==> src/rtl/spi_pkg.sv <==
// Shared types and constants for the SPI block sequencer and its byte launcher.
package spi_pkg;

    localparam int unsigned BYTE_W = 8;
    localparam int unsigned POLL_W = 16;
    localparam int unsigned CRC_W  = 16;

    typedef enum logic [3:0] {
        SEQ_IDLE,
        SEQ_R_TOKEN,
        SEQ_R_DATA,
        SEQ_R_CRC,
        SEQ_W_TOKEN,
        SEQ_W_DATA,
        SEQ_W_CRC,
        SEQ_W_RESP,
        SEQ_W_BUSY,
        SEQ_DONE
    } seq_state_e;

    typedef enum logic [1:0] {
        LN_IDLE,
        LN_LAUNCH,
        LN_SETTLE,
        LN_WAIT
    } ln_state_e;

    localparam logic [1:0] ST_OK       = 2'd0;
    localparam logic [1:0] ST_TIMEOUT  = 2'd1;
    localparam logic [1:0] ST_CARD_ERR = 2'd2;
    localparam logic [1:0] ST_ABORT    = 2'd3;

    localparam logic [BYTE_W-1:0] TOK_START   = 8'hFE;
    localparam logic [4:0]        RESP_ACCEPT = 5'b00101;
    localparam logic [BYTE_W-1:0] FILL        = 8'hFF;

endpackage

==> src/rtl/spi_byte_launcher.sv <==
// Runs one shifter byte: start pulse, one settle cycle, wait for !sh_busy,
// then hands back the received byte with a one-cycle byte_done.
module spi_byte_launcher
    import spi_pkg::*;
(
    input  logic              clk7,
    input  logic              rst,
    input  logic              launch_c,
    input  logic              launch_write_c,
    input  logic [BYTE_W-1:0] launch_data_c,
    input  logic              sh_busy,
    input  logic [BYTE_W-1:0] sh_data_out,
    output logic              sh_start_read,
    output logic              sh_start_write,
    output logic [BYTE_W-1:0] sh_data_in,
    output logic              byte_done,
    output logic [BYTE_W-1:0] byte_data
);

    ln_state_e         lstate_q, lstate_d;
    logic              start_rd_q, start_rd_d;
    logic              start_wr_q, start_wr_d;
    logic [BYTE_W-1:0] data_in_q, data_in_d;
    logic              done_q, done_d;
    logic [BYTE_W-1:0] byte_q, byte_d;

    always_comb begin
        lstate_d   = lstate_q;
        start_rd_d = 1'b0;
        start_wr_d = 1'b0;
        data_in_d  = data_in_q;
        done_d     = 1'b0;
        byte_d     = byte_q;
        case (lstate_q)
            LN_IDLE: begin
                if (launch_c) begin
                    lstate_d   = LN_LAUNCH;
                    start_rd_d = !launch_write_c;
                    start_wr_d = launch_write_c;
                    data_in_d  = launch_data_c;
                end
            end
            LN_LAUNCH: lstate_d = LN_SETTLE;
            LN_SETTLE: lstate_d = LN_WAIT;
            LN_WAIT: begin
                if (!sh_busy) begin
                    lstate_d = LN_IDLE;
                    done_d   = 1'b1;
                    byte_d   = sh_data_out;
                end
            end
            default: lstate_d = LN_IDLE;
        endcase
    end

    always_ff @(posedge clk7 or posedge rst) begin
        if (rst) begin
            lstate_q   <= LN_IDLE;
            start_rd_q <= 1'b0;
            start_wr_q <= 1'b0;
            data_in_q  <= '0;
            done_q     <= 1'b0;
            byte_q     <= '0;
        end else begin
            lstate_q   <= lstate_d;
            start_rd_q <= start_rd_d;
            start_wr_q <= start_wr_d;
            data_in_q  <= data_in_d;
            done_q     <= done_d;
            byte_q     <= byte_d;
        end
    end

    assign sh_start_read  = start_rd_q;
    assign sh_start_write = start_wr_q;
    assign sh_data_in     = data_in_q;
    assign byte_done      = done_q;
    assign byte_data      = byte_q;

endmodule

==> src/rtl/spi_block_sequencer.sv <==
// SD-card data-block sequencer: sequences token/payload/CRC/response/busy
// phases over the byte launcher so a whole block moves without CPU help.
module spi_block_sequencer
    import spi_pkg::*;
#(
    parameter int unsigned CNT_W         = 10,
    parameter int unsigned TOKEN_TIMEOUT = 4096,
    parameter int unsigned BUSY_TIMEOUT  = 65535
) (
    input  logic              clk7,
    input  logic              rst,
    input  logic              cmd_start,
    input  logic              cmd_write,
    input  logic [CNT_W-1:0]  cmd_len,
    input  logic              cmd_abort,
    output logic              seq_busy,
    output logic              done,
    output logic [1:0]        status,
    output logic [CRC_W-1:0]  crc_rx,
    output logic [BYTE_W-1:0] rd_data,
    output logic              rd_valid,
    input  logic              rd_ready,
    input  logic [BYTE_W-1:0] wr_data,
    input  logic              wr_valid,
    output logic              wr_ready,
    output logic              sh_start_read,
    output logic              sh_start_write,
    output logic [BYTE_W-1:0] sh_data_in,
    input  logic [BYTE_W-1:0] sh_data_out,
    input  logic              sh_busy,
    output logic              sh_crc_reset,
    input  logic [CRC_W-1:0]  sh_crc_out
);

    localparam logic [POLL_W-1:0] TOK_LIMIT  = POLL_W'(TOKEN_TIMEOUT - 1);
    localparam logic [POLL_W-1:0] BUSY_LIMIT = POLL_W'(BUSY_TIMEOUT - 1);

    seq_state_e        state_q, state_d;
    logic [CNT_W-1:0]  len_q, len_d;
    logic [CNT_W-1:0]  idx_q, idx_d;
    logic [POLL_W-1:0] poll_q, poll_d;
    logic [POLL_W-1:0] poll_inc;
    logic              inflight_q, inflight_d;
    logic [1:0]        status_q, status_d;
    logic [CRC_W-1:0]  crc_rx_q, crc_rx_d;
    logic [CRC_W-1:0]  crc_q, crc_d;
    logic [BYTE_W-1:0] rd_data_q, rd_data_d;
    logic              rd_valid_q, rd_valid_d;
    logic              wr_ready_q, done_q, busy_q, crc_reset_q, crc_reset_d;

    logic              byte_done;
    logic [BYTE_W-1:0] byte_data;
    logic              deliver_c, gate_c, launch_c, launch_write_c;
    logic [BYTE_W-1:0] launch_data_c;

    always_comb begin
        state_d     = state_q;
        len_d       = len_q;
        idx_d       = idx_q;
        poll_d      = poll_q;
        status_d    = status_q;
        crc_rx_d    = crc_rx_q;
        crc_d       = crc_q;
        rd_data_d   = rd_data_q;
        rd_valid_d  = rd_valid_q && !rd_ready;
        crc_reset_d = 1'b0;
        deliver_c   = 1'b0;
        poll_inc    = (poll_q == '1) ? poll_q : poll_q + POLL_W'(1);

        case (state_q)
            SEQ_IDLE: begin
                if (cmd_start) begin
                    state_d     = cmd_write ? SEQ_W_TOKEN : SEQ_R_TOKEN;
                    len_d       = cmd_len;
                    status_d    = ST_OK;
                    crc_reset_d = cmd_write;
                end
            end
            SEQ_DONE: state_d = SEQ_IDLE;
            default: begin
                // EVAL: byte_done marks the byte boundary, the only point abort is honoured
                if (byte_done && cmd_abort) begin
                    status_d = ST_ABORT;
                    state_d  = SEQ_DONE;
                end else if (byte_done) begin
                    case (state_q)
                        SEQ_R_TOKEN: begin
                            if (byte_data == TOK_START) begin
                                state_d = (len_q == '0) ? SEQ_R_CRC : SEQ_R_DATA;
                            end else if (byte_data == FILL) begin
                                if (poll_q == TOK_LIMIT) begin
                                    status_d = ST_TIMEOUT;
                                    state_d  = SEQ_DONE;
                                end else begin
                                    poll_d = poll_inc;
                                end
                            end else begin
                                status_d = ST_CARD_ERR;
                                state_d  = SEQ_DONE;
                            end
                        end
                        SEQ_R_DATA: begin
                            rd_data_d  = byte_data;
                            rd_valid_d = 1'b1;
                            deliver_c  = 1'b1;
                            idx_d      = idx_q + CNT_W'(1);
                            if (idx_q == len_q - CNT_W'(1)) state_d = SEQ_R_CRC;
                        end
                        SEQ_R_CRC: begin
                            if (idx_q == '0) begin
                                crc_rx_d[15:8] = byte_data;
                                idx_d          = CNT_W'(1);
                            end else begin
                                crc_rx_d[7:0] = byte_data;
                                status_d      = ST_OK;
                                state_d       = SEQ_DONE;
                            end
                        end
                        SEQ_W_TOKEN: begin
                            state_d = (len_q == '0) ? SEQ_W_CRC : SEQ_W_DATA;
                            crc_d   = sh_crc_out;
                        end
                        SEQ_W_DATA: begin
                            idx_d = idx_q + CNT_W'(1);
                            if (idx_q == len_q - CNT_W'(1)) begin
                                state_d = SEQ_W_CRC;
                                crc_d   = sh_crc_out;
                            end
                        end
                        SEQ_W_CRC: begin
                            if (idx_q == '0) idx_d = CNT_W'(1);
                            else             state_d = SEQ_W_RESP;
                        end
                        SEQ_W_RESP: begin
                            if (byte_data == FILL) begin
                                if (poll_q == TOK_LIMIT) begin
                                    status_d = ST_TIMEOUT;
                                    state_d  = SEQ_DONE;
                                end else begin
                                    poll_d = poll_inc;
                                end
                            end else if (byte_data[4:0] == RESP_ACCEPT) begin
                                state_d = SEQ_W_BUSY;
                            end else begin
                                status_d = ST_CARD_ERR;
                                state_d  = SEQ_DONE;
                            end
                        end
                        SEQ_W_BUSY: begin
                            if (byte_data == FILL) begin
                                status_d = ST_OK;
                                state_d  = SEQ_DONE;
                            end else if (poll_q == BUSY_LIMIT) begin
                                status_d = ST_TIMEOUT;
                                state_d  = SEQ_DONE;
                            end else begin
                                poll_d = poll_inc;
                            end
                        end
                        default: state_d = SEQ_IDLE;
                    endcase
                end
            end
        endcase

        if (state_d != state_q) begin
            poll_d = '0;
            idx_d  = '0;
        end
    end

    // Next byte is launched from the phase being entered, so EVAL can overlap the next launch.
    always_comb begin
        gate_c         = 1'b0;
        launch_write_c = 1'b0;
        launch_data_c  = FILL;
        case (state_d)
            SEQ_R_TOKEN, SEQ_R_CRC, SEQ_W_RESP, SEQ_W_BUSY: gate_c = 1'b1;
            SEQ_R_DATA: gate_c = (!rd_valid_q || rd_ready) && !deliver_c;
            SEQ_W_TOKEN: begin
                gate_c         = 1'b1;
                launch_write_c = 1'b1;
                launch_data_c  = TOK_START;
            end
            SEQ_W_DATA: begin
                gate_c         = wr_valid;
                launch_write_c = 1'b1;
                launch_data_c  = wr_data;
            end
            SEQ_W_CRC: begin
                gate_c         = 1'b1;
                launch_write_c = 1'b1;
                launch_data_c  = (idx_d == '0) ? crc_d[15:8] : crc_d[7:0];
            end
            default: gate_c = 1'b0;
        endcase
        launch_c   = gate_c && (state_q != SEQ_IDLE) && (state_q != SEQ_DONE)
                     && (!inflight_q || byte_done);
        inflight_d = launch_c ? 1'b1 : (byte_done ? 1'b0 : inflight_q);
    end

    always_ff @(posedge clk7 or posedge rst) begin
        if (rst) begin
            state_q     <= SEQ_IDLE;
            len_q       <= '0;
            idx_q       <= '0;
            poll_q      <= '0;
            inflight_q  <= 1'b0;
            status_q    <= ST_OK;
            crc_rx_q    <= '0;
            crc_q       <= '0;
            rd_data_q   <= '0;
            rd_valid_q  <= 1'b0;
            wr_ready_q  <= 1'b0;
            done_q      <= 1'b0;
            busy_q      <= 1'b0;
            crc_reset_q <= 1'b0;
        end else begin
            state_q     <= state_d;
            len_q       <= len_d;
            idx_q       <= idx_d;
            poll_q      <= poll_d;
            inflight_q  <= inflight_d;
            status_q    <= status_d;
            crc_rx_q    <= crc_rx_d;
            crc_q       <= crc_d;
            rd_data_q   <= rd_data_d;
            rd_valid_q  <= rd_valid_d;
            wr_ready_q  <= launch_c && (state_d == SEQ_W_DATA);
            done_q      <= (state_d == SEQ_DONE);
            busy_q      <= (state_d != SEQ_IDLE);
            crc_reset_q <= crc_reset_d;
        end
    end

    spi_byte_launcher u_launcher (
        .clk7          (clk7),
        .rst           (rst),
        .launch_c      (launch_c),
        .launch_write_c(launch_write_c),
        .launch_data_c (launch_data_c),
        .sh_busy       (sh_busy),
        .sh_data_out   (sh_data_out),
        .sh_start_read (sh_start_read),
        .sh_start_write(sh_start_write),
        .sh_data_in    (sh_data_in),
        .byte_done     (byte_done),
        .byte_data     (byte_data)
    );

    assign seq_busy     = busy_q;
    assign done         = done_q;
    assign status       = status_q;
    assign crc_rx       = crc_rx_q;
    assign rd_data      = rd_data_q;
    assign rd_valid     = rd_valid_q;
    assign wr_ready     = wr_ready_q;
    assign sh_crc_reset = crc_reset_q;

endmodule

==> config.mk <==
export PLATFORM = sky130hd
export DESIGN_NAME = spi_block_sequencer
export DESIGN_NICKNAME = d
export VERILOG_FILES = /design/src/rtl/spi_pkg.sv /design/src/rtl/spi_byte_launcher.sv /design/src/rtl/spi_block_sequencer.sv
export SDC_FILE = /design/constraint.sdc
export NUM_CORES = 1
export LEC_CHECK = 0
export ABC_AREA = 0
export ABC_CLOCK_PERIOD_IN_PS = 8550
export CORE_MARGIN = 2
export CORE_UTILIZATION = 42
export DETAILED_ROUTE_END_ITERATION = 12
export DONT_BUFFER_PORTS = 1
export PLACE_DENSITY = 0.58
export RECOVER_POWER = 25
export SLEW_MARGIN = 20
export SYNTH_ARGS = -nofsm -noshare
export SYNTH_HDL_FRONTEND = slang
export SYNTH_SLANG_ARGS = --single-unit
==> constraint.sdc <==
create_clock -name clk7 -period 8.55 [get_ports clk7]
set_input_delay 1.71 -clock clk7 [delete_from_list [all_inputs] [get_ports clk7]]
set_output_delay 1.71 -clock clk7 [all_outputs]
set_load 0.05 [all_outputs]
Word level (Yosys, flattened, before mapping)
Cells that the tools add are included.
{ "totals": {"inputBits": 50, "elab_cells": 190, "output_inout_bits": 41, "ff_bits": 109} }
{ "op_classes": {"n_reduce_logical": 40, "n_addsub": 3, "eq_ne": 42, "n_mux": 79, "bitwise": 5} }
{ "ops": {"columns": ["op", "count"], "rows": [
  ["two-way mux 16 bit", 14],
  ["two-way mux 4 bit", 13],
  ["two-way mux 10 bit", 5],
  ["one-hot mux 16 bit (3 select lines)", 1],
  ["equality test 16 bit (second input constant)", 2],
  ["equality test 4 x 3 -> 1 bit (second input constant)", 8],
  ["one-hot mux 16 bit (2 select lines)", 1],
  ["one-hot mux 4 bit (8 select lines)", 1],
  ["zero test 10 bit", 3],
  ["two-way mux 2 bit", 14],
  ["one-hot mux 8 bit (3 select lines)", 1],
  ["two-way mux 1 bit", 21],
  ["one-hot mux 10 bit (2 select lines)", 1],
  ["adder 16 x 1 -> 16 bit (second input constant)", 1],
  ["equality test 16 x 12 -> 1 bit (second input constant)", 1],
  ["equality test 4 x 2 -> 1 bit (second input constant)", 4],
  ["equality test 4 bit (second input constant)", 4],
  ["equality test 8 bit (second input constant)", 2],
  ["one-hot mux 2 bit (4 select lines)", 2],
  ["inequality test 4 bit (second input constant)", 3],
  ["nonzero test 4 bit", 3],
  ["adder 10 x 1 -> 10 bit (second input constant)", 1],
  ["equality test 10 bit", 1],
  ["AND reduction 5 bit", 2],
  ["32 further kinds", 60]
]} }

Logic depth before layout (Yosys ltp)
Gate-level depths: netlist (run 1).
{ "logic_depth": {"ltp_word": 16, "ltp_mapped": 14, "mapped_depth_nobuf": 12} }

By module
From an unflattened synthesis (run 1), not the netlist that was laid out.
{ "hier_totals": {"cells_unflattened": 591, "area_unflattened_um2": 6048.3} }
{ "by_module_without_submodules": {"columns": ["mod", "instances", "area_each_um2", "cells_each", "seq_area_each_um2"], "rows": [
  ["spi_block_sequencer", 1, 5165.0, 536, 2202.1],
  ["spi_byte_launcher", 1, 883.3, 55, 525.5]
]} }

Least setup slack after synthesis (run 1)
Ideal clock, no wire load.
{ "synth_path": {"path_type": "input to register", "start": "input port cmd_abort", "end": "register u_launcher.data_in_q[3], in the netlist u_launcher.sh_data_in[3]", "stages": 11, "arrival_ps": 4356, "required_ps": 8422, "slack_ps": 4066, "setup_ps": 128, "path_buffers": 1, "cell_sequence": "or3b_2 -> clkbuf_1 -> a2111oi_0 -> mux2i_1 -> nand2_1 -> a2111oi_0 -> nand4_1 -> nand3_4 -> mux2_1 -> a211oi_1 -> o21ai_1"} }
{ "synth_between": {"elab_chain_cells": 10, "word_cells_on_any_way": 30, "classes_between": "eq/ne (9); mux (12); reduce/logical (9)"} }
{ "synth_rtl": {"columns": ["element", "line", "rtl"], "rows": [
  ["from (decl)", "spi_block_sequencer.sv:15", "input logic cmd_abort,"],
  ["logical AND 1 bit (*)", "spi_block_sequencer.sv:82", "if (byte_done && cmd_abort) begin"],
  ["two-way mux 4 bit or two-way mux 1 bit (tied branches)", "spi_block_sequencer.sv:82", null],
  ["one-hot mux 4 bit (2 select lines) or two-way mux 1 bit (tied branches)", "spi_block_sequencer.sv:70", "case (state_q)"],
  ["equality test 4 x 3 -> 1 bit (tied with other cells)", "spi_block_sequencer.sv:177", "case (state_d)"],
  ["OR reduction 6 bit (no line) or logical AND 1 bit (tied branches)", null, null],
  ["one-hot mux 1 bit (3 select lines)", "spi_block_sequencer.sv:177", null],
  ["logical AND 1 bit (2 in series)", "spi_block_sequencer.sv:197", "launch_c = gate_c && (state_q != SEQ_IDLE) && (state_q != SEQ_DONE)"],
  ["logical AND 1 bit", "spi_block_sequencer.sv:198", "&& (!inflight_q || byte_done);"],
  ["AND reduction 2 bit (no line)", null, null],
  ["to (signal assigned)", "spi_byte_launcher.sv:68", "data_in_q <= data_in_d;"],
  ["to (decl)", "spi_byte_launcher.sv:23", "logic [BYTE_W-1:0] data_in_q, data_in_d;"]
]} }
Every way passes the cells marked *; elsewhere a longest branch is shown, timed or not.
A chain may end at the register's enable or synchronous reset.

Final worst setup path (run 1)
{ "layout_path": {"start": "input port cmd_abort", "end": "register u_launcher.data_in_q[2], in the netlist u_launcher.sh_data_in[2]"} }
The elaborated chain is that of the path after synthesis.

==> flow_summary.ini, run 1 <==
[clocking]
cts.sinks = 109
clk_path_buf_depth = 2
htree_levels = 3
cts_buffers = 9
root_buffer = clkbuf_16
clkLatencyLatePin_ns = 0.37
clkTransAtPathRegs_ns = 0.08
cts_resized = 0
cts_hold_buffers = 0
postCtsSetupBuffers = 0
cts_tree = done

[hold_path]
min_path_type = reg2reg

[floorplan]
core_area_sq_mm = 0.0145
start_util = 0.429
rows = 44
die_area_sq_mm = 0.0158
dieWidth_um = 126
die_y_um = 126
pin_count = 91

[final_layout]
final_cell_mix = dfrtp_1 (109), mux2_2 (58), nor2_1 (48)
syn2layout_area_growth_pct = 7.12
drive_gt1_frac = 0.167
final_common_cell = dfrtp_1
num-nets-final = 657
fin_area_sq_mm = 0.00665
fin_cells = 788
antenna_cells = 0

[status]
violations = capacitance limit, slew limit
status = finished with violations

[route]
routed_wl_um = 15300
drcViolationCount = 0
via_per_inst = 5.96
drt_iter0_drc = 427
ant_nets = 0
wl_per_cell_um = 19.4
route.vias.total = 4699
drtPass1Iterations = 5

[grt]
antenna_found_initial = 0
grt_usage = 0.199
grt_max_degree = 59
first_global_vias = 4717
grt.overflow.total = 0
grt_pass1_wl_um = 25200

[timing]
clock.fmax_ghz = 0.219
slew_violations = 53
skew_ns = 0.00958
setup_viol = 0
tightest_slew_ns = 2.26
hold_ws_ns = 0.489
finalCritPeriodShare = 0.534
rsz0062_at_grt = false
finalHoldViolCount = 0
slew_headroom = -0.514
final.setup.tns_ns = 0
finalCriticalPeriod_ns = 4.56

[yosys]
syn_nets = 673
yosys.cell_types.count = 82
yosys_register_bits = 109
synth_edf_count = 0
syn_area_per_cell_sq_um = 10.1
yosysWarnings = 0
synth-main-ff-cell = dfrtp_1
yosysSeqAreaShare = 0.440
netlist_instances = 615
netlist_area_sq_mm = 0.00620
async_flop_share = 1.00

[power]
ir_drop_uv = 174
seqPwrFrac = 0.439
combinationalPowerShare = 0.369
p_total_uw = 2310
internal_power_uw = 1240
power-per-cell-area_mw_per_mm2 = 348
power.leakage_uw = 0.00273
power.switching_uw = 1080
switching_share = 0.466
p_clk_frac = 0.192

[placed_design]
port-buffer-count = 0
gp_congestion = 0.900
dp_hpwl_um = 11000
dp.cells = 772
place_area_sq_mm = 0.00633

[flow_run]
maxCapViolCount = 1

[worst_setup_path]
cp.arrival_ns = 4.80
required_ns = 8.78
path_class = in2reg
crit_path_end_kind = flip-flop
critPathLaunchType = input port
cp_max_fo = 8
[registers in the layout (all words and copies together) (netlist names)]
| name | cells |
|---|---|
| rd_valid | 1 |
| u_launcher.sh_start_write | 1 |
| u_launcher.sh_data_in | 8 |
| inflight_q | 1 |
| crc_q | 16 |
| seq_busy | 1 |
| u_launcher.sh_start_read | 1 |
| u_launcher.byte_done | 1 |
| state_q | 4 |
| u_launcher.lstate_q | 2 |
| len_q | 10 |
| status | 2 |
| poll_q | 16 |
| done | 1 |
| sh_crc_reset | 1 |
| u_launcher.byte_data | 8 |
| wr_ready | 1 |
| crc_rx | 16 |
| idx_q | 10 |
| rd_data | 8 |
[metrics by stage]
step,utilization,setup slack [ns]
floorplan,-,3.97
global placement,0.437,3.82
detailed placement,0.437,3.67
CTS,0.459,4.04
global route,0.459,3.71
finish,0.459,3.99
[area by class of cell]
type / instances / area [sq um]
multi-input combinational: 456 / 3270
sequential: 109 / 2730
timing repair buffer: 4 / 30.0
clock inverter: 7 / 91.3
inverter: 19 / 72.6
tap: 184 / 230
clock buffer: 9 / 225
fill: 1358 / 7830
[critical path: stages]
cell and delay [ns]:
or3b_2 0.55, a21oi_1 0.55, nand4_1 0.20, xnor2_1 0.19
a2111oi_0 0.44, nand4_1 0.25, nand3_4 0.22, mux2_1 0.35
a211oi_1 0.25, o21ai_1 0.09
[per-layer routing]
layer | global-route usage | share of wire | up-vias
met5 | 0.0155 | 0 | -
met4 | 0.0719 | 0.020 | 0
met3 | 0.0394 | 0.052 | 21
met2 | 0.309 | 0.47 | 129
met1 | 0.277 | 0.46 | 2324
li1 | - | - | 2225
[cells in the mapped netlist (all sizes together), types with 10 or more instances]
library cell	n	area, sq um
nand2b	10	62.6
nor2	48	180
mux2	69	777
dfrtp	109	2730
nand4	14	87.6
nand2	44	165
o21ai	27	135
clkbuf	26	97.6
xnor2	20	183
nand3	20	113
inv	19	71.3
nor3	18	95.1
a21oi	21	105
a211oi	13	97.6
[worst paths after layout]
path | startpoint | endpoint | slack (ns) | cells after the start
max in group asynchronous | rst | poll_q[6] | 5.16 | 2
worst max-delay path | cmd_abort | u_launcher.sh_data_in[2] | 3.99 | 10
worst min-delay path | crc_q[3] | crc_q[3] | 0.49 | 1
min in group asynchronous | rst | u_launcher.lstate_q[0] | 1.82 | 1
worst max register to register | state_q[1] | status[0] | 4.18 | 10
worst min register to register | crc_q[3] | crc_q[3] | 0.49 | 1
[logic make-up after synthesis]
| group | after synthesis | share of synthesized area |
|---|---|---|
| adders and majority gates | 8 | 0.0161 |
| buffers and inverters | 50 | 0.0335 |
| AOI/OAI and AO/OA | 131 | 0.151 |
| muxes | 72 | 0.130 |
| and+or+nand+nor | 220 | 0.193 |
| DFF | 109 | 0.440 |
| xor gates and xnor gates | 25 | 0.0365 |
[power groups by stage]
stage | Sequential (uW) | Combinational (uW) | Clock (uW)
final | 1020 | 853 | 444
after detailed placement | 1030 | 845 | 0
after global routing | 1040 | 951 | 478
after floorplan | 953 | 718 | 0
after global placement | 1020 | 830 | 0
after CTS | 1020 | 849 | 457
Power figures use the tool's default switching activity.
==> inputs of run 2 (changes only) <==
--- a/config.mk
+++ b/config.mk
@@ -6,7 +6,7 @@
 export NUM_CORES = 1
 export LEC_CHECK = 0
 export ABC_AREA = 0
-export ABC_CLOCK_PERIOD_IN_PS = 8550
+export ABC_CLOCK_PERIOD_IN_PS = 4400
 export CORE_MARGIN = 2
 export CORE_UTILIZATION = 42
 export DETAILED_ROUTE_END_ITERATION = 12
==> constraint.sdc (replaced) <==
create_clock -name clk7 -period 4.4 [get_ports clk7]
set_input_delay 0.88 -clock clk7 [delete_from_list [all_inputs] [get_ports clk7]]
set_output_delay 0.88 -clock clk7 [all_outputs]
set_load 0.05 [all_outputs]
==> run 2 against run 1 <==
The run still ends with capacitance limit, slew limit left; cell area rose by 1.1%; critical path depth is 1 higher; power up 97%; clock skew grew 0.0020 ns; highest routed layer unchanged.
==> flow_summary.ini, run 2 (synthesis results as in run 1) <==
[placed_design]
gp_congestion = 0.855
port-buffer-count = 0
dp_worst_setup_slack_ns = 0.463
dp_hpwl_um = 11100

[clocking]
clk_path_buf_depth = 2
htree_levels = 3
cts_buffers = 9
cts_tree = done
root_buffer = clkbuf_16
postCtsSetupBuffers = 0
cts_resized = 0
cts_hold_buffers = 0
clkLatencyLatePin_ns = 0.36
cts.sinks = 109
clkTransAtPathRegs_ns = 0.08

[power]
combinationalPowerShare = 0.375
seqPwrFrac = 0.435
ir_drop_uv = 330
p_clk_frac = 0.190
power-per-cell-area_mw_per_mm2 = 677
switching_share = 0.461
power.leakage_uw = 0.00278
internal_power_uw = 2450
power.switching_uw = 2100

[route]
route.vias.total = 4812
drcViolationCount = 0
ant_nets = 0
via_per_inst = 6.03
routed_wl_um = 15100
wl_per_cell_um = 19.0
drt_iter0_drc = 530
drtPass1Iterations = 6

[final_layout]
final_cell_mix = dfrtp_1 (109), mux2_2 (58), nor2_1 (48)
antenna_cells = 0
drive_gt1_frac = 0.179
fillCellCount = 1352
fin_util = 0.464
num-nets-final = 667
syn2layout_area_growth_pct = 8.25
final_common_cell = dfrtp_1

[timing]
slew_violations = 66
tightest_slew_ns = 2.82
setup_viol = 0
slew_headroom = -0.892
rsz0062_at_grt = false
finalHoldViolCount = 0
finalCritPeriodShare = 0.865
skew_ns = 0.0115
worst_slack_ns = 0.593
finalCriticalPeriod_ns = 3.81
final.setup.tns_ns = 0
clock.fmax_ghz = 0.263

[floorplan]
die_y_um = 126
start_util = 0.429
rows = 44
dieWidth_um = 126
die_area_sq_mm = 0.0158
pin_count = 91
core_area_sq_mm = 0.0145

[grt]
grt_busiest_layer = met2
grt.overflow.total = 0
met3_usage = 0.0518
met2_usage = 0.299
first_global_vias = 4635
grt_pass1_wl_um = 25000
gr-usage-met1 = 0.272
antenna_found_initial = 0
grt_max_degree = 66
grt_usage = 0.195

[flow_run]
maxCapViolCount = 1

[worst_setup_path]
cp_max_fo = 18
cpMostUsedCell = mux2_2
slowest_stage = dfrtp_1
crit_path_end_kind = flip-flop
path_cells = buf_4, nor4b_1, nand3_1, mux2_2, o211ai_1, a31oi_2, o211ai_2, mux2i_1, nand2_1, a21boi_1, mux2_2
required_ns = 4.64
path_class = reg2reg
critPathLaunchType = flip-flop
slowest_delay_ns = 0.53
cp.arrival_ns = 4.05

[status]
status = finished with violations
violations = capacitance limit, slew limit

[hold_path]
min_path_type = reg2reg
run 2: changes by cell type in the layout (fill, tap and decap cells not counted):
cell / before / now
buf_4: 4 / 13
clkbuf_1: 0 / 1
clkbuf_8: 0 / 1
clkinv_4: 1 / 2
clkinv_8: 1 / 0
clkinvlp_4: 1 / 0
run 2: area by class of cell:
cell class	count	area, sq um	area share
clock buffer	10	239	0.0356
clock inverter	6	76.3	0.0114
inverter	19	72.6	0.0108
multi-input combinational	456	3270	0.487
sequential	109	2730	0.406
tap	184	230	0.0343
timing repair buffer	14	101	0.0151
run 2: through the flow:
| stage | cell area, sq um | std cells | hold WS [ns] | power [uW] |
|---|---|---|---|---|
| finish | 6720 | 798 | 0.484 | 4550 |
| CTS | 6720 | 798 | 0.490 | 4570 |
| global placement | 6410 | 782 | 0.484 | 3650 |
| floorplan | 6200 | 615 | 0.448 | 3250 |
| detailed placement | 6410 | 782 | 0.472 | 3690 |
| global route | 6720 | 798 | 0.509 | 4840 |
run 2: per-layer routing:
layer | part of all wire | vias up | wire length (um)
li1 | - | 2247 | -
met1 | 0.46 | 2393 | 6970
met2 | 0.46 | 148 | 6940
met3 | 0.064 | 24 | 967
met4 | 0.017 | 0 | 260
met5 | 0 | - | 0
run 2: critical path: cells and delay by family, from the launching register on:
kind	cells	cell delay [ns]
mux	3	1.06
simple gates	3	0.96
compound gates	4	0.87
flops	1	0.53
buf+inv	1	0.27
run 2: path summary, 6_finish.rpt:
kind / depth (start not counted) / start / to / slack [ns]
worst max-delay path: 11 / state_q[3] / u_launcher.lstate_q[1] / 0.59
worst min-delay path: 1 / crc_q[4] / crc_q[4] / 0.48
worst max register to register: 11 / state_q[3] / u_launcher.lstate_q[1] / 0.59
worst min register to register: 1 / crc_q[4] / crc_q[4] / 0.48
max in group asynchronous: 2 / rst / len_q[1] / 1.27
min in group asynchronous: 1 / rst / rd_data[6] / 1.20
run 2: power by group through the flow:
stage / Sequential, uW / Clock [uW] / Combinational (uW)
2_1_floorplan: 1850 / 0 / 1400
3_3_place_gp: 1990 / 0 / 1670
3_5_place_dp: 2000 / 0 / 1690
4_1_cts: 1980 / 881 / 1710
5_1_grt: 2030 / 919 / 1900
6_report: 1980 / 864 / 1710
